<file path="src/rtl/fp32_mul_arbiter.sv">
// fp32_mul_arbiter: round-robin arbiter that shares one external FP32 multiplier
// among NUM_REQ requesters, one transaction at a time, with a done timeout.
module fp32_mul_arbiter #(
    parameter int NUM_REQ    = 4,
    parameter int DATA_WIDTH = 32,
    parameter int TIMEOUT    = 64
) (
    input  logic                          clk_i,
    input  logic                          rst_i,
    input  logic [NUM_REQ-1:0]            req_valid_i,
    output logic [NUM_REQ-1:0]            req_ready_o,
    input  logic [NUM_REQ*DATA_WIDTH-1:0] req_a_i,
    input  logic [NUM_REQ*DATA_WIDTH-1:0] req_b_i,
    output logic [NUM_REQ-1:0]            rsp_valid_o,
    input  logic [NUM_REQ-1:0]            rsp_ready_i,
    output logic [DATA_WIDTH-1:0]         rsp_data_o,
    output logic                          rsp_err_o,
    output logic                          mul_valid_o,
    output logic [DATA_WIDTH-1:0]         mul_a_o,
    output logic [DATA_WIDTH-1:0]         mul_b_o,
    input  logic [DATA_WIDTH-1:0]         mul_result_i,
    input  logic                          mul_done_i
);
    localparam int IDX_W = (NUM_REQ > 1) ? $clog2(NUM_REQ) : 1;
    localparam int CNT_W = (TIMEOUT > 1) ? $clog2(TIMEOUT) : 1;
    localparam logic [DATA_WIDTH-1:0] QNAN     = DATA_WIDTH'(32'h7FC0_0000);
    localparam logic [CNT_W-1:0]      CNT_LAST = CNT_W'(TIMEOUT - 1);
    localparam logic [IDX_W-1:0]      IDX_LAST = IDX_W'(NUM_REQ - 1);

    typedef enum logic [1:0] {IDLE, ISSUE, WAIT, RESP} state_t;

    state_t            state_q, state_d;
    logic [IDX_W-1:0]  last_grant_q;
    logic [IDX_W-1:0]  grant_q;
    logic [CNT_W-1:0]  cnt_q;
    logic [IDX_W-1:0]  pick_idx;
    logic              pick_found;
    logic              timeout_hit;

    function automatic logic [IDX_W-1:0] rr_idx(input logic [IDX_W-1:0] base, input int offset);
        int sum;
        sum = (int'(base) + offset) % NUM_REQ;
        return sum[IDX_W-1:0];
    endfunction

    // Search starts just after the last served requester so everyone gets a turn.
    always_comb begin
        pick_found = 1'b0;
        pick_idx   = '0;
        for (int i = 0; i < NUM_REQ; i++) begin
            if (!pick_found && req_valid_i[rr_idx(last_grant_q, i + 1)]) begin
                pick_found = 1'b1;
                pick_idx   = rr_idx(last_grant_q, i + 1);
            end
        end
    end

    assign timeout_hit = (cnt_q == CNT_LAST);

    always_ff @(posedge clk_i or posedge rst_i) begin
        if (rst_i) begin
            state_q <= IDLE;
        end else begin
            state_q <= state_d;
        end
    end

    // Ready is gated by reset so nothing is accepted while reset is held.
    always_comb begin
        state_d     = state_q;
        req_ready_o = '0;
        rsp_valid_o = '0;
        mul_valid_o = 1'b0;
        case (state_q)
            IDLE: begin
                if (pick_found && !rst_i) begin
                    req_ready_o = NUM_REQ'(1) << pick_idx;
                    state_d     = ISSUE;
                end
            end
            ISSUE: begin
                mul_valid_o = 1'b1;
                state_d     = WAIT;
            end
            WAIT: begin
                if (mul_done_i || timeout_hit) begin
                    state_d = RESP;
                end
            end
            RESP: begin
                rsp_valid_o = NUM_REQ'(1) << grant_q;
                if (rsp_ready_i[grant_q]) begin
                    state_d = IDLE;
                end
            end
            default: state_d = IDLE;
        endcase
    end

    // Done is tested before the timeout so a completion on the last cycle still wins.
    always_ff @(posedge clk_i or posedge rst_i) begin
        if (rst_i) begin
            last_grant_q <= IDX_LAST;
            grant_q      <= '0;
            cnt_q        <= '0;
            mul_a_o      <= '0;
            mul_b_o      <= '0;
            rsp_data_o   <= '0;
            rsp_err_o    <= 1'b0;
        end else begin
            case (state_q)
                IDLE: begin
                    if (pick_found) begin
                        grant_q <= pick_idx;
                        mul_a_o <= req_a_i[pick_idx*DATA_WIDTH +: DATA_WIDTH];
                        mul_b_o <= req_b_i[pick_idx*DATA_WIDTH +: DATA_WIDTH];
                    end
                end
                ISSUE: begin
                    cnt_q <= '0;
                end
                WAIT: begin
                    if (mul_done_i) begin
                        rsp_data_o <= mul_result_i;
                        rsp_err_o  <= 1'b0;
                    end else if (timeout_hit) begin
                        rsp_data_o <= QNAN;
                        rsp_err_o  <= 1'b1;
                    end else begin
                        cnt_q <= cnt_q + CNT_W'(1);
                    end
                end
                RESP: begin
                    if (rsp_ready_i[grant_q]) begin
                        last_grant_q <= grant_q;
                    end
                end
                default: ;
            endcase
        end
    end
endmodule
</file>
<file path="config.mk">
export PLATFORM = sky130hd
export DESIGN_NAME = fp32_mul_arbiter
export DESIGN_NICKNAME = d
export VERILOG_FILES = /design/src/rtl/fp32_mul_arbiter.sv
export SDC_FILE = /design/constraint.sdc
export NUM_CORES = 1
export LEC_CHECK = 0
export BUFFER_PORTS_ARGS = -buffer_cell sky130_fd_sc_hd__buf_2
export CORE_AREA = 2 2 156 158
export CTS_BUF_LIST = sky130_fd_sc_hd__clkbuf_4 sky130_fd_sc_hd__clkbuf_8 sky130_fd_sc_hd__clkbuf_16
export DETAILED_ROUTE_END_ITERATION = 10
export DIE_AREA = 0 0 158 160
export PLACE_DENSITY_LB_ADDON = 0.12
export SETUP_SLACK_MARGIN = 0.02
export SLEW_MARGIN = 40
export SYNTH_ARGS = -nofsm -noshare
export SYNTH_HDL_FRONTEND = slang
export SYNTH_SLANG_ARGS = --single-unit
</file>
<file path="constraint.sdc">
create_clock -name clk_i -period 3.6 [get_ports clk_i]
set_clock_uncertainty 0.05 [all_clocks]
set_input_delay 0.36 -clock clk_i [delete_from_list [all_inputs] [get_ports clk_i]]
set_output_delay 0.36 -clock clk_i [all_outputs]
set_load 0.01 [all_outputs]
</file>
=== After elaboration in Yosys (flattened, before gate mapping) ===
Cells that the tools add are included.

* $add $sub $neg: 5
* $lt $le $gt $ge: 5
* Equality and inequality tests: 9
* Shift-type cells: 4
* Muxes and demuxes: 33
* Reductions and logical operators: 17

{| class="wikitable"
|+ Operators by type and width
! operator !! number
|-
| 128-bit by 8-bit variable part select with 32-bit output || 2
|-
| 32-bit 2-to-1 mux || 2
|-
| 2-bit by 3-bit < comparator with 1-bit output, second input constant || 5
|-
| 2-bit 2-to-1 mux || 7
|-
| 1-bit 2-to-1 mux || 12
|-
| 4-bit 2-to-1 mux || 3
|-
| 6-bit 2-to-1 mux || 2
|-
| 6-bit case mux with 2 select lines || 1
|-
| 1-bit binary-select mux with 2-bit select || 5
|-
| 2-bit inequality test, second input constant || 5
|-
| 2-bit case mux with 4 select lines || 1
|-
| 1-bit by 2-bit left shift with 4-bit output, first input constant || 2
|-
| 6-bit by 1-bit adder with 6-bit output, second input constant || 1
|-
| 6-bit == test, second input constant || 1
|-
| 2-bit AND reduction || 3
|-
| 3-bit AND reduction || 2
|-
| 2-bit by 1-bit adder with 2-bit output, second input constant || 2
|-
| 2-bit adder, second input constant || 2
|-
| 2-bit == test, second input constant || 2
|-
| 1-bit logical AND || 4
|-
| 1-bit logical NOT || 4
|-
| 2-bit nonzero test || 2
|-
| 2-bit by 1-bit == test with 1-bit output, second input constant || 1
|-
| 2-bit logical NOT || 1
|-
| 1-bit logical OR || 1
|}

* Register bits: 109
* Input port bits: 299

=== Depth between registers and ports, before layout ===
Gate-level depths: netlist of run 1.

* Word-level depth: 16
* Depth in mapped cells: 9
* Depth with buffers taken out: 7

=== Worst setup path before layout of run 1 ===
Ideal clock, no wire load.

* Kind: input-to-output
* From: input port rst_i
* To: output port req_ready_o[0]
* Arrival: 3.116 ns
* Data required time: 3.190 ns
* Setup slack: 0.074 ns
* Stages: 2
* Buffers on the path: 0
* Path through: inv_1 and3_1

* Longest elaborated chain between the ends: 4

{| class="wikitable"
|+ RTL lines
! what !! RTL line !! text
|-
| from (decl) || 9 || <nowiki>input logic rst_i,</nowiki>
|-
| 1-bit logical NOT (no line) || -- ||
|-
| 1-bit logical AND || 76 || <nowiki>if (pick_found && !rst_i) begin</nowiki>
|-
| 4-bit 2-to-1 mux || 76 ||
|-
| 4-bit 2-to-1 mux || 74 || <nowiki>case (state_q)</nowiki>
|-
| to (decl) || 11 || <nowiki>output logic [NUM_REQ-1:0] req_ready_o,</nowiki>
|}

Every way passes these cells.

=== Worst setup path after layout of run 1 ===
* From: register last_grant_q[1]
* To: output port req_ready_o[0]

* Longest elaborated chain between the ends: 16
* Elaborated cells between the ends (all ways): 30
* Those cells by class: add/sub: 4; shift: 1; mux: 18; reduce/logical: 7

{| class="wikitable"
|+ RTL lines
! what !! RTL line !! text
|-
| from (decl) || 33 || <nowiki>logic [IDX_W-1:0] last_grant_q;</nowiki>
|-
| from (signal assigned) || 135 || <nowiki>last_grant_q <= grant_q;</nowiki>
|-
| 2-bit by 1-bit adder with 2-bit output || 42 || <nowiki>sum = (int'(base) + offset) % NUM_REQ;</nowiki>
|-
| 1-bit binary-select mux with 2-bit select || 51 || <nowiki>if (!pick_found && req_valid_i[rr_idx(last_grant_q, i + 1)]) begin</nowiki>
|-
| 1-bit 2-to-1 mux (not written as such) || 51 ||
|-
| 1-bit 2-to-1 mux || 51 ||
|-
| 1-bit logical NOT || 51 ||
|-
| 1-bit logical AND || 51 ||
|-
| 1-bit 2-to-1 mux || 51 ||
|-
| 1-bit logical NOT || 51 ||
|-
| 1-bit logical AND || 51 ||
|-
| 1-bit 2-to-1 mux || 51 ||
|-
| 1-bit logical NOT || 51 ||
|-
| 1-bit logical AND || 51 ||
|-
| 2-bit 2-to-1 mux or 1-bit 2-to-1 mux (tied branches) || 51 ||
|-
| 1-bit by 2-bit left shift with 4-bit output or 1-bit logical AND (tied branches) || 77, 76 ||
|-
| 4-bit 2-to-1 mux * || 76 ||
|-
| 4-bit 2-to-1 mux * || 74 ||
|}

Mark *: on every way between the ends. The rest lies on a longest branch, timed or not. The select of a mux whose other input is x is not followed.

==> flow_metrics.tcl, run 1 <==
set metrics [dict create \
    status "finished clean" \
    reg2reg_slack_ns 0.97 \
    wl_um 24130 \
    final_antenna_net_count 0 \
    start_util_pct 26.08 \
    cp-start-kind "flip-flop" \
    worstSetupStartpoint "last_grant_q[1]" \
    synth_top_family_by_area "compound AO/OA/AOI/OAI gates" \
    netlist.area_leader.share_pct 43.09 \
    fp.dieW_um 158 \
    clockBufferDepth 2 \
    drc 0 \
    rr_worst_depth 7 \
    portBuffers 404 \
    synth_edf_count 0 \
    cap_violations 0 \
    cp_max_fo 15 \
    cts_setup_buffers 0 \
    fin_util_pct 37.30 \
    seq_area_um2 2730 \
    arrival_ns 2.23 \
    required_ns 3.19 \
    fp-row-count 57 \
    power_density_nw_per_um2 777.6 \
    grt_setup_unrepaired "false" \
    clk_latency_ns 0.36 \
    peakVddDrop_v 0.0003768 \
    synth_ff_type "dfrtp_1" \
    synthSimpleGateAreaFrac_pct 5.618 \
    path_cells "o21bai_1, a311o_2, buf_8, and3_1, buf_2" \
    cp_slowest_cell "dfstp_2" \
    dpl.hpwl_um 17570 \
    grt_overflow 0 \
    synth-seq-cells 109 \
    crit_cells 5 \
    cts_tree "done" \
    grt_max_degree 82 \
    globalRouteMet2Util_pct 31.58 \
    synth_nets 938 \
    h-tree-depth 3 \
    firstDrtPassIters 5 \
    cts.sinks 109 \
    cp_num_buf_inv 2 \
    netlist_area_um2 6213 \
    die_area_um2 25280 \
    yosysUniqueCellTypes 47 \
    grtUsageTotal_pct 18.28 \
    area_delta_synth_final_pct 42.99 \
    synthMuxAreaShare_pct 11.38 \
    syn_inst 634 \
    synth-compound-area-share_pct 32.72 \
    multi_input_area_um2 3224 \
    grt_pass1_vias 6248 \
    numCtsBuffers 9 \
    pin_count 405 \
    yosysTopAreaCell "dfrtp_1" \
    finalSetupViolCount 0 \
    synth_xor_area_share_pct 0.1410 \
    hold-worst-slack_ns 0.06202 \
    hold_buffers 0 \
    placed_cell_area_um2 8576 \
    drive_gt1_share_pct 44.59 \
    max_freq_mhz 378.8 \
    fin_crit_ns 2.640 \
    place.gp.congestion 0.7613 \
    wire_per_inst_um 18.13 \
    ys_warn_count 0 \
    yosysMostFrequentCell "o21ai_0" \
    grt.busiest_layer "met2" \
    ctsResizeCount 0 \
    slew_headroom_pct 49.21 \
    clk_pin_slew_ns 0.09 \
    p_leak_uw 0.004341 \
    first_iter_violations 389 \
    p_total_uw 6908 \
    r2r_start "state_q[0]" \
    via_count 6561 \
    synth_area_leaders "dfrtp_1 (43%), o21ai_0 (12%), mux2i_1 (10%)" \
    grt_util_met3_pct 3.962 \
    ys_async_sr_fraction_pct 100.0 \
    nNetsFinal 1306 \
    worst_path_largest_cell_delay_ns 0.69 \
    setup.worst_path.end_class "output port" \
    gr-usage-met1_pct 23.36 \
    avgSynthCellArea_um2 9.800 \
    critical_path.top_delay_family "flip-flops" \
    final-max-slew-violation-count 0 \
    synth_common_cells "o21ai_0 (151), dfrtp_1 (107), mux2i_1 (65)" \
    grt_pass1_wl_um 36000 \
    synth-adder-area-share_pct 1.007 \
    period_share_pct 73.32 \
    fillers 2553 \
    antenna_found_initial 1 \
    final_cell_area_um2 8885 \
    die-height_um 160 \
    worstMarginPinSlew_ns 0.7619 \
    n_antenna_cell 0 \
    cts-root-buf "clkbuf_16" \
    synth_seq_area_share_pct 43.94 \
    crit_type "flip-flop to output port" \
    coreArea_um2 23820 \
    avgViaCountPerCell 4.929 \
    finalSetupTns_ns 0 \
    holdCritPathClass "primary input to asynchronous set/reset pin" \
    hold_viol 0 \
]
-- cell usage in the layout (no fill, tap or decap), types with 2 or more instances in the layout --
cell,count
a21oi_1,4
a221o_1,58
a221oi_1,7
a22o_1,23
and3_1,6
and3b_1,2
buf_12,2
buf_2,404
buf_4,9
buf_8,2
clkbuf_16,9
dfrtp_1,107
dfstp_2,2
ha_1,5
inv_1,6
inv_8,3
mux2_2,3
mux2i_1,65
nand2_1,23
nand2b_1,4
nand3_1,3
nor2_1,13
nor2b_1,10
o21a_1,2
o21ai_0,151
o21ai_1,44
o21bai_1,2
o22ai_1,9
-- metal layers --
layer / share of wire (%) / wire (um) / up-vias
li1: - / - / 3181
met1: 42 / 10100 / 3085
met2: 50 / 11970 / 266
met3: 7.2 / 1730 / 27
met4: 1.3 / 310 / 2
met5: 0.046 / 11 / -
-- area by class of cell --
class                           instances  share of cell area, %
Tap cell                              324                  4.563
Inverter                                7                 0.3239
Sequential cell                       109                  30.73
Timing Repair Buffer                  418                  24.62
Clock inverter                          7                 0.9435
Multi-Input combinational cell        457                  36.29
Clock buffer                            9                  2.535
-- worst paths after layout --
path	to
max reg2reg	mul_a_o[17]
max	req_ready_o[0]
min reg2reg	rsp_data_o[30]
min	rsp_data_o[16]
max in group asynchronous	mul_a_o[24]
min in group clk_i	rsp_data_o[4]
-- flip-flops by register name, summed over array words and instances (netlist names) --
register and flops:
cnt_q 6, state_q 2, rsp_data_o 32, grant_q 2, mul_b_o 32, last_grant_q 2, rsp_err_o 1, mul_a_o 32
-- per-stage QoR --
stage	setup WS, ns	instances
after floorplan	0.07375	634
after global placement	0.8687	1312
after detailed placement	0.9710	1315
after CTS	0.9193	1331
after global routing	0.6322	1331
final	0.9604	1331
-- report_power, final --
part,switching (uW),internal (uW)
clock,553,506
combinational,2100,1570
sequential,387,1790
-- cells by family after synthesis --
logic type | Yosys count
adder cells (fa/ha/maj) | 5
flip-flops | 109
multiplexers | 69
buffers and inverters | 68
AND/OR/NAND/NOR | 70
AO/OA/AOI/OAI | 312
XOR/XNOR | 1
Note: power is estimated with default switching activity, not from simulation.
==> run 2: changes to the inputs <==
- clock period: 3.6 -> 2.4 ns (I/O delays scaled with it)
==> run 2 against run 1 <==
Against the previous run:
- first-iteration DRC count increased by 18%
- critical path depth unchanged
- final cell count increased by 1.1%
- non-clock buffer count increased by 12
- sequential power increased by 50%
- total power increased by 53%
- global-route usage decreased by 0.35 points
- clock-buffer cell count unchanged
- final area increased by 1.9%
- largest power group unchanged
- highest routed layer is now met4
==> flow_metrics.tcl, run 2 (synthesis results as in run 1) <==
set metrics [dict create \
    holdCritPathClass "primary input to flip-flop" \
    finalSetupViolCount 0 \
    crit_type "flip-flop to output port" \
    ctsResizeCount 0 \
    wire_per_inst_um 17.90 \
    avgViaCountPerCell 4.912 \
    peakVddDrop_v 0.0005535 \
    coreArea_um2 23820 \
    power.internal_uw 5977 \
    holdPathEnd "rsp_data_o[4]" \
    grt_pass1_wl_um 35600 \
    holdPathStages 2 \
    drc 0 \
    wl_um 24100 \
    pin_count 405 \
    grt_pass1_vias 6453 \
    firstDrtPassIters 4 \
    cp-start-kind "flip-flop" \
    dp_cells 1325 \
    p_sw_uw 4562 \
    area_delta_synth_final_pct 45.69 \
    die_area_um2 25280 \
    fin_cells 1346 \
    final_common_cell "buf_2" \
    final-max-slew-violation-count 0 \
    via_count 6611 \
    clk_pin_slew_ns 0.09 \
    switching_share_pct 43.28 \
    r2r_start "last_grant_q[1]" \
    cp_max_fo 44 \
    grt_setup_unrepaired "false" \
    hold_viol 0 \
    slew_headroom_pct 55.37 \
    clockBufferDepth 2 \
    reg2reg_slack_ns 0.23 \
    p_comb_share_pct 54.0 \
    cts_tree "done" \
    mostFrequentLayoutCells "buf_2 (404), o21ai_0 (151), dfrtp_1 (107)" \
    start_util_pct 26.08 \
    worstHoldStart "mul_result_i[4]" \
    period_share_pct 93.61 \
    p_leak_uw 0.004416 \
    power.sequential.fraction_pct 31.1 \
    dpl.hpwl_um 17770 \
    placed_cell_area_um2 8716 \
    nNetsFinal 1318 \
    fin_crit_ns 2.247 \
    cap_violations 0 \
    drive_gt1_share_pct 45.04 \
    cts.sinks 109 \
    status "finished clean" \
    place.gp.congestion 0.8151 \
    grt_max_degree 82 \
    fillers 2551 \
    fp-row-count 57 \
    setup.worst_path.end_class "output port" \
    portBuffers 404 \
    final_antenna_net_count 0 \
    p_clk_share_pct 15.0 \
    antenna_found_initial 3 \
    clk_latency_ns 0.36 \
    power_density_nw_per_um2 1164 \
    numCtsBuffers 9 \
    biggestRegsByFlops "mul_a_o (32), mul_b_o (32), rsp_data_o (32)" \
    rr_worst_depth 7 \
    cts-root-buf "clkbuf_16" \
    h-tree-depth 3 \
    required_ns 2.11 \
    final_cell_area_um2 9052 \
    die-height_um 160 \
    grtUsageTotal_pct 17.93 \
    first_iter_violations 458 \
    worstMarginPinSlew_ns 0.6695 \
    r2r_end "mul_b_o[21]" \
    max_freq_mhz 445.1 \
    arrival_ns 1.96 \
    grt_overflow 0 \
    fp.dieW_um 158 \
]
==> run 2: cell count changes in the layout (fill, tap and decap cells not counted), sizes merged <==
cell and delta:
clkinvlp +1, diode +3, buf +11, clkinv +1, dlygate4sd3 +1, inv -2
==> run 2: layer usage <==
layer	vias up	global-route usage, %	part of all wire, %
met3	33	3.474	6.6
met4	0	6.388	2.2
li1	3202	-	-
met5	-	0	0
met2	265	30.04	48
met1	3111	22.90	43
==> run 2: final cells by class <==
class	instances	area, um^2	area share (%)
Clock buffer	9	225.2	2.488
Tap cell	324	405.4	4.478
Antenna cell	3	7.507	0.08293
Sequential cell	109	2730	30.16
Timing Repair Buffer	430	2345	25.90
Inverter	7	30.03	0.3317
Clock inverter	7	86.33	0.9537
Multi-Input combinational cell	457	3223	35.60
==> run 2: what timing repair did <==
action                     CTS  global route
hold endpoints to repair    55             0
buffers inserted             0             1
setup endpoints to repair    0             2
hold buffers                 1             0
==> run 2: worst max-delay path, stage by stage (launching register included) <==
cell,delay [ns]
dfstp_2,0.66
o21bai_1,0.14
a311o_2,0.24
buf_12,0.21
and3_1,0.19
buf_2,0.13
==> run 2: through the flow <==
step           util [%]  total power [uW]  hold slack, ns  setup TNS (ns)  setup WS (ns)
3_3_place_gp      36.59              9045          0.3753               0         0.2597
3_5_place_dp      36.59              9057          0.3813               0         0.1750
4_1_cts           37.94             10720         0.02519               0        0.06871
6_report          38.00             10540         0.04475               0         0.1534
2_1_floorplan         -              6723          0.3298         -0.3085        -0.1543
5_1_grt           38.00             11440         0.02957               0        0.02149
==> run 2: worst max-delay path by stage <==
stage                         start              to  slack [ns]  depth (start not counted)
global route        last_grant_q[1]  req_ready_o[0]        0.02                          5
detailed placement  last_grant_q[1]     mul_a_o[11]        0.17                          7
finish              last_grant_q[1]  req_ready_o[0]        0.15                          5
floorplan                     rst_i  req_ready_o[0]       -0.15                          2
CTS                 last_grant_q[1]  req_ready_o[0]        0.07                          5
global placement    last_grant_q[1]     mul_a_o[24]        0.26                          7
==> run 2: power groups by stage <==
stage               clock network [uW]  logic [uW]  registers [uW]
floorplan                            0        3180            3550
global placement                     0        5760            3290
detailed placement                   0        5770            3290
CTS                               1660        5780            3280
global route                      1720        6310            3410
finish                            1580        5690            3270
==> run 3: changes to the inputs <==
- RECOVER_POWER: unset -> 100
==> run 3 against run 2 <==
Against the previous run:
- largest cell class unchanged
- hold slack better by 0.0026 ns
- sequential power about the same
- first-iteration DRC count decreased by 6.8%
- fmax about the same
- highest routed layer unchanged
- critical path type unchanged
- clock power barely moved
- wire length fell by 0.30%
- register-to-register slack worse by 0.05 ns
- worst setup slack gained 0.0012 ns
- sequential share of layout area is 0.64 points higher
- total power is 2.9% lower
==> flow_metrics.tcl, run 3 (synthesis results as in run 1) <==
set metrics [dict create \
    status "finished clean" \
    cp-start-kind "flip-flop" \
    clk_latency_ns 0.36 \
    max_freq_mhz 445.4 \
    holdPathStages 2 \
    grt_overflow 0 \
    holdCritPathClass "primary input to flip-flop" \
    grt_pass1_wl_um 35600 \
    die-height_um 160 \
    required_ns 2.11 \
    cts.sinks 109 \
    wire_per_inst_um 17.85 \
    firstDrtPassIters 4 \
    final-max-slew-violation-count 0 \
    power_density_nw_per_um2 1155 \
    p_total_uw 10240 \
    place.gp.congestion 0.8151 \
    hold_viol 0 \
    cts-root-buf "clkbuf_16" \
    pin_count 405 \
    numCtsBuffers 9 \
    r2r_start "last_grant_q[1]" \
    start_util_pct 26.08 \
    h-tree-depth 3 \
    clk_pin_slew_ns 0.09 \
    crit_type "flip-flop to output port" \
    nNetsFinal 1318 \
    area_delta_synth_final_pct 42.65 \
    finalSetupTns_ns 0 \
    coreArea_um2 23820 \
    drive_gt1_share_pct 34.54 \
    final_common_cell "buf_2" \
    antenna_found_initial 3 \
    reg2reg_slack_ns 0.18 \
    cts_tree "done" \
    first_iter_violations 427 \
    worstHoldStart "mul_result_i[4]" \
    fp-row-count 57 \
    peakVddDrop_v 0.0005441 \
    die_area_um2 25280 \
    cap_violations 0 \
    finalSetupViolCount 0 \
    final_antenna_net_count 0 \
    wl_um 24020 \
    fp.dieW_um 158 \
    grt_setup_unrepaired "false" \
    grt_max_degree 82 \
    p_leak_uw 0.004118 \
    arrival_ns 1.96 \
    portBuffers 404 \
    r2r_end "mul_b_o[21]" \
    cp_max_fo 44 \
    worstMarginPinSlew_ns 1.440 \
    grtUsageTotal_pct 17.93 \
    avgViaCountPerCell 4.898 \
    rr_worst_depth 7 \
    grt_pass1_vias 6453 \
    setup.worst_path.end_class "output port" \
    period_share_pct 93.56 \
    via_count 6593 \
    clockBufferDepth 2 \
    fin_crit_ns 2.245 \
    drc 0 \
    biggestRegsByFlops "mul_a_o (32), mul_b_o (32), rsp_data_o (32)" \
    mostFrequentLayoutCells "buf_2 (299), o21ai_0 (180), dfrtp_1 (107)" \
    slew_headroom_pct 3.971 \
    dpl.hpwl_um 17770 \
    fin_util_pct 37.21 \
    holdPathEnd "rsp_data_o[4]" \
]
==> run 3: layout make-up <==
| type | instances | area (um^2) |
|---|---|---|
| Fill cell | 2602 | 14960 |
| Clock buffer | 9 | 225.2 |
| Timing Repair Buffer | 430 | 2162 |
| Inverter | 7 | 27.53 |
| Sequential cell | 109 | 2730 |
| Antenna cell | 3 | 7.507 |
| Multi-Input combinational cell | 457 | 3219 |
| Clock inverter | 7 | 86.33 |
| Tap cell | 324 | 405.4 |
==> run 3: through the flow <==
step	hold WS, ns	area (um^2)	setup slack (ns)	std cells
finish	0.04735	8864	0.1546	1346
CTS	0.02519	9037	0.06871	1342
global route	0.02957	8864	0.01494	1346
global placement	0.3753	8716	0.2597	1325
detailed placement	0.3813	8716	0.1750	1325
floorplan	0.3298	6217	-0.1543	634
==> run 3: what timing repair did <==
action	in CTS	in global routing
gates resized for setup	0	0
setup buffers	0	1
hold buffers	1	0
setup endpoints to repair	0	2
hold endpoints to repair	55	0
==> run 3: worst max-delay path, cell delays in order, from the launching register on <==
cell      delay [ns]
dfstp_2         0.66
o21bai_1        0.14
a311o_2         0.24
buf_12          0.21
and3_1          0.20
clkbuf_2        0.13
==> run 3: report_power, final <==
part	leakage [uW]	total (uW)	switching, uW	internal, uW
sequential	0.00124	3300	602	2690
clock	0.000151	1580	821	756
combinational	0.00273	5360	3130	2240
total	0.00412	10200	4550	5690
==> run 3: per-layer routing <==
layer	global-route usage [%]	part of all wire, %
met2	30.04	48
met3	3.474	6.6
met1	22.90	43
met4	6.388	2.1
met5	0	0
==> run 3: how the worst max path moves through the flow <==
stage                    start             end  slack [ns]  depth (start not counted)
3_3_place_gp   last_grant_q[1]     mul_a_o[24]        0.26                          7
5_1_grt        last_grant_q[1]  req_ready_o[0]        0.01                          5
2_1_floorplan            rst_i  req_ready_o[0]       -0.15                          2
3_5_place_dp   last_grant_q[1]     mul_a_o[11]        0.17                          7
6_report       last_grant_q[1]  req_ready_o[0]        0.15                          5
4_1_cts        last_grant_q[1]  req_ready_o[0]        0.07                          5
